`src/rtl/trigger_sequencer_pkg.sv`:
```
// Shared types and constants for the trigger pattern path.
package trigger_sequencer_pkg;

  typedef enum logic [1:0] {
    IDLE  = 2'd0,
    ARMED = 2'd1,
    RUN   = 2'd2,
    DONE  = 2'd3
  } state_t;

  localparam int DEF_WIDTH = 10;
  localparam int DEF_CNT_W = 8;
  localparam int DEF_DIV_W = 16;

  localparam logic IDLE_LEVEL = 1'b1;

endpackage

```
`src/rtl/trigger_sequencer_pattern_shifter.sv`:
```
// Circular right shifter holding the trigger pattern; bit 0 is the next bit out.
module pattern_shifter
  import trigger_sequencer_pkg::*;
#(
  parameter int WIDTH = DEF_WIDTH
) (
  input  logic             clk,
  input  logic             reset_n,
  input  logic             load,
  input  logic [WIDTH-1:0] load_value,
  input  logic             shift,
  output logic             lsb
);

  logic [WIDTH-1:0] q;

  // Load takes precedence over shift.
  always_ff @(posedge clk) begin
    if (!reset_n) begin
      q <= '0;
    end else if (load) begin
      q <= load_value;
    end else if (shift) begin
      q <= {q[0], q[WIDTH-1:1]};
    end else begin
      q <= q;
    end
  end

  assign lsb = q[0];

endmodule

```
`src/rtl/trigger_sequencer.sv`:
```
// Trigger pattern controller: holds an armed configuration and plays it out
// serially, LSB first and inverted, on each trigger.
module trigger_sequencer
  import trigger_sequencer_pkg::*;
#(
  parameter int WIDTH = DEF_WIDTH,
  parameter int CNT_W = DEF_CNT_W,
  parameter int DIV_W = DEF_DIV_W
) (
  input  logic             clk,
  input  logic             reset_n,
  input  logic             cfg_valid,
  output logic             cfg_ready,
  input  logic [WIDTH-1:0] cfg_pattern,
  input  logic [CNT_W-1:0] cfg_repeat,
  input  logic [DIV_W-1:0] cfg_div,
  input  logic             trig,
  input  logic             abort,
  output logic             busy,
  output logic             done,
  output logic             bit_strobe,
  output logic             data_out
);

  localparam int IDX_W = $clog2(WIDTH);
  localparam logic [IDX_W-1:0] LAST_IDX = IDX_W'(WIDTH - 1);

  state_t           state;
  logic [WIDTH-1:0] pat_reg;
  logic [CNT_W-1:0] rep_reg;
  logic [DIV_W-1:0] div_reg;
  logic [DIV_W-1:0] div_cnt;
  logic [IDX_W-1:0] bit_idx;
  logic [CNT_W-1:0] rep_cnt;

  logic div_end;
  logic last_bit;
  logic finish;
  logic load;
  logic shift;
  logic next_bit;

  assign div_end  = (div_cnt == div_reg);
  assign last_bit = (bit_idx == LAST_IDX);
  assign finish   = div_end && last_bit && (rep_cnt == '0);

  // The shifter runs one bit ahead of data_out: it is loaded pre-rotated so
  // its lsb is always the bit the output register takes at the next advance.
  assign load  = (state == ARMED) && trig && !abort;
  assign shift = (state == RUN) && div_end && !finish && !abort;

  assign cfg_ready = reset_n &&
                     ((state == IDLE) || ((state == ARMED) && !trig && !abort));

  pattern_shifter #(.WIDTH(WIDTH)) u_shifter (
    .clk        (clk),
    .reset_n    (reset_n),
    .load       (load),
    .load_value ({pat_reg[0], pat_reg[WIDTH-1:1]}),
    .shift      (shift),
    .lsb        (next_bit)
  );

  // Sequencer state, counters, stored configuration and registered outputs.
  always_ff @(posedge clk) begin
    if (!reset_n) begin
      state      <= IDLE;
      pat_reg    <= '0;
      rep_reg    <= '0;
      div_reg    <= '0;
      div_cnt    <= '0;
      bit_idx    <= '0;
      rep_cnt    <= '0;
      busy       <= 1'b0;
      done       <= 1'b0;
      bit_strobe <= 1'b0;
      data_out   <= IDLE_LEVEL;
    end else if (abort && (state != IDLE)) begin
      state      <= IDLE;
      pat_reg    <= '0;
      rep_reg    <= '0;
      div_reg    <= '0;
      div_cnt    <= '0;
      bit_idx    <= '0;
      rep_cnt    <= '0;
      busy       <= 1'b0;
      done       <= 1'b0;
      bit_strobe <= 1'b0;
      data_out   <= IDLE_LEVEL;
    end else begin
      case (state)
        IDLE: begin
          if (cfg_valid) begin
            pat_reg <= cfg_pattern;
            rep_reg <= cfg_repeat;
            div_reg <= cfg_div;
            state   <= ARMED;
          end else begin
            state <= IDLE;
          end
        end
        ARMED: begin
          if (trig) begin
            state      <= RUN;
            div_cnt    <= '0;
            bit_idx    <= '0;
            rep_cnt    <= rep_reg;
            busy       <= 1'b1;
            bit_strobe <= 1'b1;
            data_out   <= ~pat_reg[0];
          end else if (cfg_valid) begin
            pat_reg <= cfg_pattern;
            rep_reg <= cfg_repeat;
            div_reg <= cfg_div;
          end else begin
            state <= ARMED;
          end
        end
        RUN: begin
          if (div_end) begin
            div_cnt <= '0;
            if (finish) begin
              state      <= DONE;
              busy       <= 1'b0;
              done       <= 1'b1;
              bit_strobe <= 1'b0;
              data_out   <= IDLE_LEVEL;
            end else begin
              bit_strobe <= 1'b1;
              data_out   <= ~next_bit;
              if (last_bit) begin
                bit_idx <= '0;
                rep_cnt <= rep_cnt - {{(CNT_W-1){1'b0}}, 1'b1};
              end else begin
                bit_idx <= bit_idx + {{(IDX_W-1){1'b0}}, 1'b1};
              end
            end
          end else begin
            div_cnt    <= div_cnt + {{(DIV_W-1){1'b0}}, 1'b1};
            bit_strobe <= 1'b0;
          end
        end
        DONE: begin
          state <= ARMED;
          done  <= 1'b0;
        end
        default: begin
          state      <= IDLE;
          busy       <= 1'b0;
          done       <= 1'b0;
          bit_strobe <= 1'b0;
          data_out   <= IDLE_LEVEL;
        end
      endcase
    end
  end

endmodule

```
`config.mk`:
```
export PLATFORM = sky130hd
export DESIGN_NAME = trigger_sequencer
export DESIGN_NICKNAME = d
export VERILOG_FILES = /design/src/rtl/trigger_sequencer_pkg.sv /design/src/rtl/trigger_sequencer_pattern_shifter.sv /design/src/rtl/trigger_sequencer.sv
export SDC_FILE = /design/constraint.sdc
export NUM_CORES = 1
export LEC_CHECK = 0
export CAP_MARGIN = 30
export CORE_ASPECT_RATIO = 1.1
export CORE_MARGIN = 1
export CORE_UTILIZATION = 47
export CTS_BUF_LIST = sky130_fd_sc_hd__clkbuf_4 sky130_fd_sc_hd__clkbuf_8 sky130_fd_sc_hd__clkbuf_16
export DETAILED_ROUTE_END_ITERATION = 16
export PLACE_DENSITY_LB_ADDON = 0.05
export SLEW_MARGIN = 30
export SYNTH_ARGS = -nofsm -noshare
export SYNTH_HDL_FRONTEND = slang
export SYNTH_SLANG_ARGS = --single-unit
```
`constraint.sdc`:
```
create_clock -name clk -period 2.7 [get_ports clk]
set_clock_uncertainty 0.15 [all_clocks]
set_input_delay 0.54 -clock clk [delete_from_list [all_inputs] [get_ports clk]]
set_output_delay 0.54 -clock clk [all_outputs]
set_load 0.02 [all_outputs]
```
### After elaboration in Yosys (flattened, before gate mapping)

Cells that the tools add are included.

| word-level totals | value |
|---|---|
| register bits | 78 |
| input bits | 39 |
| output and inout port bits | 5 |
| logic and storage cells | 105 |

| cells by class | value |
|---|---|
| $add $sub $neg | 3 |
| equality and inequality tests | 12 |
| mux-type cells | 44 |
| bitwise logic cells | 3 |
| reduce and logical (&&, ||, !) cells | 31 |

Operators by type and width:

| cell | number |
|---|---|
| 16-bit two-way mux | 4 |
| 16-bit case mux with 2 select lines | 2 |
| 8-bit two-way mux | 6 |
| 10-bit two-way mux | 4 |
| 8-bit case mux with 2 select lines | 2 |
| 10-bit case mux with 2 select lines | 1 |
| 16-bit by 1-bit adder with 16-bit output, second input constant | 1 |
| 16-bit == test | 1 |
| 4-bit two-way mux | 4 |
| 2-bit inequality test, second input constant | 6 |
| 1-bit logical AND | 11 |
| 1-bit two-way mux | 11 |
| 2-bit nonzero test | 5 |
| 3-bit AND reduction | 3 |
| 8-bit logical NOT | 1 |
| 2-bit two-way mux | 4 |
| 1-bit case mux with 2 select lines | 4 |
| 2-bit case mux with 4 select lines | 1 |
| 4-bit case mux with 2 select lines | 1 |
| 4-bit AND reduction | 2 |
| 8-bit by 1-bit subtractor with 8-bit output, second input constant | 1 |
| 5-bit AND reduction | 1 |
| 4-bit by 1-bit adder with 4-bit output, second input constant | 1 |
| 2-bit == test, second input constant | 2 |
| other kinds (9) | 14 |

### Logic depth before layout (Yosys ltp)

Gate-level depths: netlist (run 1).

| depth | value |
|---|---|
| depth in word-level cells | 8 |
| mapped depth | 9 |
| mapped depth without buffers | 8 |

### Cells and area by module

Synthesis (run 1) repeated with hierarchy kept, for this count alone.

| second synthesis, totals | value |
|---|---|
| cell total of the unflattened synthesis | 476 |
| area total of the unflattened synthesis | 3957.5 um^2 |

By module, submodules not included:

| module | instances | cells each | area an instance (um^2) | seq. area each (um^2) |
|---|---|---|---|---|
| trigger_sequencer | 1 | 432 | 3419.5 | 1361.3 |
| pattern_shifter | 1 | 44 | 538.0 | 200.2 |

### Worst setup path after synthesis (run 1)

Ideal clock, no wire load.

| timing | value |
|---|---|
| path kind | reg-to-reg |
| start point | reg rep_cnt[2] |
| end point | reg u_shifter.q[1] |
| setup time | 0.119 ns |
| arrival | 2.053 ns |
| required time | 2.431 ns |
| setup slack | 0.378 ns |
| stages on the path, launching flop included | 7 |
| path buffers | 1 |
| clock period less this slack | 2.322 ns |
| path through | dfxtp_1 -> or4_4 -> or4_4 -> buf_6 -> a31oi_4 -> nor2_4 -> o221a_1 |

| between the ends | value |
|---|---|
| word-level cells in the longest chain between the ends | 6 |

RTL lines:

| item | RTL line | RTL |
|---|---|---|
| start: declaration | trigger_sequencer.sv:34 | `logic [CNT_W-1:0] rep_cnt;` |
| start signal: assignment | trigger_sequencer.sv:107 | `rep_cnt <= rep_reg;` |
| start signal: assignment | trigger_sequencer.sv:133 | `rep_cnt <= rep_cnt - {{(CNT_W-1){1'b0}}, 1'b1};` |
| 8-bit logical NOT | trigger_sequencer.sv:45 | `assign finish = div_end && last_bit && (rep_cnt == '0);` |
| 1-bit logical AND | trigger_sequencer.sv:45 |  |
| 1-bit logical NOT | trigger_sequencer.sv:50 | `assign shift = (state == RUN) && div_end && !finish && !abort;` |
| 1-bit logical AND (2 in a row) | trigger_sequencer.sv:50 |  |
| 2-bit nonzero test (no line) | n/a |  |
| end signal: assignment | trigger_sequencer_pattern_shifter.sv:22 | `q <= load_value;` |
| end signal: assignment | trigger_sequencer_pattern_shifter.sv:24 | `q <= {q[0], q[WIDTH-1:1]};` |
| end signal: assignment | trigger_sequencer_pattern_shifter.sv:26 | `q <= q;` |
| end: declaration | trigger_sequencer_pattern_shifter.sv:15 | `logic [WIDTH-1:0] q;` |

No other way between the ends.
A chain may end at the register's enable or synchronous reset.

### Worst setup path after layout (run 1)

| timing | value |
|---|---|
| start point | in abort |
| end point | out cfg_ready |

| between the ends | value |
|---|---|
| word-level cells in the longest chain between the ends | 4 |

RTL lines:

| item | RTL line | RTL |
|---|---|---|
| start: declaration | trigger_sequencer.sv:18 | `input logic abort,` |
| 1-bit logical NOT | trigger_sequencer.sv:53 | `((state == IDLE) \|\| ((state == ARMED) && !trig && !abort));` |
| 1-bit logical AND | trigger_sequencer.sv:53 |  |
| 1-bit logical OR | trigger_sequencer.sv:53 |  |
| 1-bit logical AND | trigger_sequencer.sv:52 | `assign cfg_ready = reset_n &&` |
| end: declaration | trigger_sequencer.sv:13 | `output logic cfg_ready,` |

No other way between the ends.

==> results.toml, run 1 <==
[placed_design]
place_congestion = 0.8459
place_ws_ps = -49.23
placed_cell_area_um2 = 4293
dp.cells = 592
port_buffers = 43
dp_hpwl_um = 6175

[final_layout]
area_delta_synth_final_pct = 21.91
finalNonFillerCells = 608
fin_area_um2 = 4497
layout-drive-gt1-share_pct = 8.946
post-route-util_pct = 59.84
n_antenna_cell = 0
final_nets = 542

[status]
outcome = "completed"

[critical_path]
critPathKind = "primary input to output port"
start_kind = "primary input"
cp_max_fo = 2
crit_chain = "clkdlybuf4s50_1 > o21ai_0 > nand2_2 > a211oi_1 > dlygate4sd2_1"
crit_path_max_incr_delay_ps = 420
cp.arrival_ps = 1760
cp-end-kind = "output port"
crit_required_ps = 2010
critPathTopFamily = "buffers and inverters"
cpMaxStageDelayCell = "clkdlybuf4s50_1"
worst-path-buf-inv = 2

[die]
die_h_um = 94.91
die_x_um = 86.47
fp.dieArea_um2 = 8206
initial_utilization_pct = 49.08
ios = 44
rows = 33
core-area_um2 = 7515

[grt]
grt_start_max_net_pins = 53
grt_pass1_vias = 3147
grt_pass1_wl_um = 14930
track_usage_pct = 23.71
grt-ovfl-total = 0
antenna_found_initial = 0

[power]
total_power_w = 0.002605
power_density_nw_per_um2 = 579.3
p_leak_nw = 1.616
ir_worst_vdd_mv = 0.3814

[sta]
setup_ws_ps = 254.4
worst_pin_slew_ps = 563.4
maxSlewViolCount = 0
period_minus_slack_ps = 2446
hold_viol = 0
slew_headroom_pct = 62.44
rsz0062_at_grt = "false"
max_freq_mhz = 408.9
finalSetupViolations = 0
finalCritPeriodShare_pct = 90.58

[cts]
cts_tree = "done"
cts_hold_buf = 0
root_buffer = "clkbuf_8"
worstSkewPairLatency_ps = 340
clk_pin_slew_ps = 90
post_cts_buffers = 0
cts_max_level = 3
cts_made_buffers = 9
cts_buffer_depth = 2
cts.sinks = 78

[routing]
drtAntennaViolNets = 0
viasPerCell = 5.477
vias = 3330
drt_iter0_drc = 168
wirelength_um = 8913
drc = 0
post_drt_wl_per_cell_um = 14.66
drtPass1Iterations = 5

[logic_synthesis]
ys_async_sr_fraction_pct = 0
syn_area_um2 = 3689
ys_types = 48
yosysSeqAreaShare_pct = 42.33
synthCells = 453
synth-seq-cells = 78
synth_nets = 497
synth.avg_cell_area_um2 = 8.142
synth_edf_count = 0
synth_warnings = 0
synth_flop_cell = "dfxtp_1"

[job]
drv_cap = 0

[hold_path]
hp-class = "flip-flop to flip-flop"
layout by cell type (no fill, tap or decap), types with 3 or more instances in the layout:
master / synthesis / layout
a22o_1: 4 / 4
clkdlybuf4s50_1: 0 / 42
a21o_1: 4 / 4
nor4_1: 4 / 4
xnor2_1: 17 / 17
a21oi_1: 48 / 48
o221a_1: 10 / 10
inv_1: 6 / 6
nand4_1: 7 / 7
clkbuf_8: 0 / 9
nor3_1: 7 / 7
a211oi_1: 3 / 3
nand2_1: 102 / 101
or3_1: 3 / 3
buf_4: 0 / 18
a31oi_1: 6 / 6
nand3_1: 14 / 14
ha_1: 5 / 5
and3_1: 7 / 7
dfxtp_1: 78 / 78
mux2i_1: 4 / 4
nor2_1: 32 / 32
xor2_1: 5 / 5
o31a_1: 12 / 12
o21ai_0: 18 / 18
cell usage after synthesis, types with 2 or more instances:
| library cell | n | share of area [%] |
|---|---|---|
| buf_2 | 2 | 0.27 |
| a21o_1 | 4 | 0.81 |
| nor3_1 | 7 | 0.95 |
| xor2_1 | 5 | 1.2 |
| nand3b_1 | 2 | 0.41 |
| o221a_2 | 2 | 0.61 |
| nor4_1 | 4 | 0.68 |
| nand3_1 | 14 | 1.9 |
| xnor2_1 | 17 | 4.0 |
| or3_1 | 3 | 0.51 |
| a22oi_1 | 2 | 0.41 |
| nand2b_1 | 2 | 0.34 |
| o221a_1 | 10 | 3.1 |
| a31oi_1 | 6 | 1.0 |
| nand4_1 | 7 | 1.2 |
| or4_4 | 2 | 0.61 |
| o21ai_0 | 18 | 2.4 |
| and2_1 | 2 | 0.34 |
| nand2_1 | 102 | 10 |
| clkbuf_1 | 25 | 2.5 |
| o31a_1 | 12 | 2.8 |
| a211oi_1 | 3 | 0.61 |
| mux2i_1 | 4 | 1.1 |
| dfxtp_1 | 78 | 42 |
| inv_1 | 6 | 0.61 |
| a22o_1 | 4 | 0.95 |
| nor2_1 | 32 | 3.3 |
| ha_1 | 5 | 1.7 |
| a21oi_1 | 48 | 6.5 |
| and3_1 | 7 | 1.2 |
metal layers:
| metal | global-route usage (%) | vias to the layer above | share of wire (%) |
|---|---|---|---|
| li1 | - | 1686 | - |
| met1 | 27.33 | 1575 | 44 |
| met5 | 0 | - | 0 |
| met4 | 10.83 | 0 | 1.9 |
| met3 | 3.497 | 11 | 2.4 |
| met2 | 43.12 | 58 | 52 |
power breakdown:
part | switching (W) | total [W] | leakage (nW) | internal, W
Combinational | 0.000240 | 0.000438 | 0.875 | 0.000198
Sequential | 0.0000480 | 0.00126 | 0.635 | 0.00121
Clock | 0.000468 | 0.000910 | 0.106 | 0.000442
Total | 0.000756 | 0.00260 | 1.62 | 0.00185
final cells by class:
type / instances / area [µm²]
inverter: 6 / 22.52
clock buffer: 9 / 123.9
tap: 105 / 131.4
multi-input combinational: 341 / 1992
sequential: 78 / 1562
clock inverter: 7 / 81.33
timing repair buffer: 62 / 584.3
fill: 698 / 3018
per-stage QoR:
step,setup TNS [ps],hold slack [ps]
2_1_floorplan,0,285.7
3_3_place_gp,0,292.1
3_5_place_dp,-49.23,301.0
4_1_cts,0,313.6
5_1_grt,0,329.4
6_report,0,310.3
timing repair:
item / CTS / global route
hold endpoints to repair: 0 / 0
gates resized for setup: 1 / 0
setup endpoints to repair: 1 / 0
logic make-up after synthesis:
kind of cell / Yosys count / synth area share, %
AO/OA/AOI/OAI: 118 / 21.78
XOR/XNOR: 22 / 5.224
AND/OR/NAND/NOR: 192 / 24.15
adder cells (fa/ha/maj): 5 / 1.696
flip-flops: 78 / 42.33
buffers and inverters: 34 / 3.731
multiplexers: 4 / 1.086
final timing paths:
kind | startpoint | endpoint | slack (ps) | depth (start not counted)
max | abort | cfg_ready | 250 | 5
max reg2reg | rep_cnt[2] | u_shifter.q[1] | 280 | 5
min | pat_reg[6] | pat_reg[6] | 310 | 2
min reg2reg | pat_reg[6] | pat_reg[6] | 310 | 2
worst reg2reg max path, cell delays in order, from the launching register on:
cell	delay, ps
dfxtp_1	360
or4_4	560
or4_4	600
a31oi_4	290
nor2_4	100
o221a_1	250
Note: power is estimated with default switching activity, not from simulation.
==> run 2: changes to the inputs <==
--- a/config.mk
+++ b/config.mk
@@ -11,6 +11,7 @@
 export CORE_UTILIZATION = 47
 export CTS_BUF_LIST = sky130_fd_sc_hd__clkbuf_4 sky130_fd_sc_hd__clkbuf_8 sky130_fd_sc_hd__clkbuf_16
 export DETAILED_ROUTE_END_ITERATION = 16
+export GPL_TIMING_DRIVEN = 1
 export PLACE_DENSITY_LB_ADDON = 0.05
 export SLEW_MARGIN = 30
 export SYNTH_ARGS = -nofsm -noshare
==> results of run 2 <==
Final layout, timing and power as in run 1 (identical DEF).
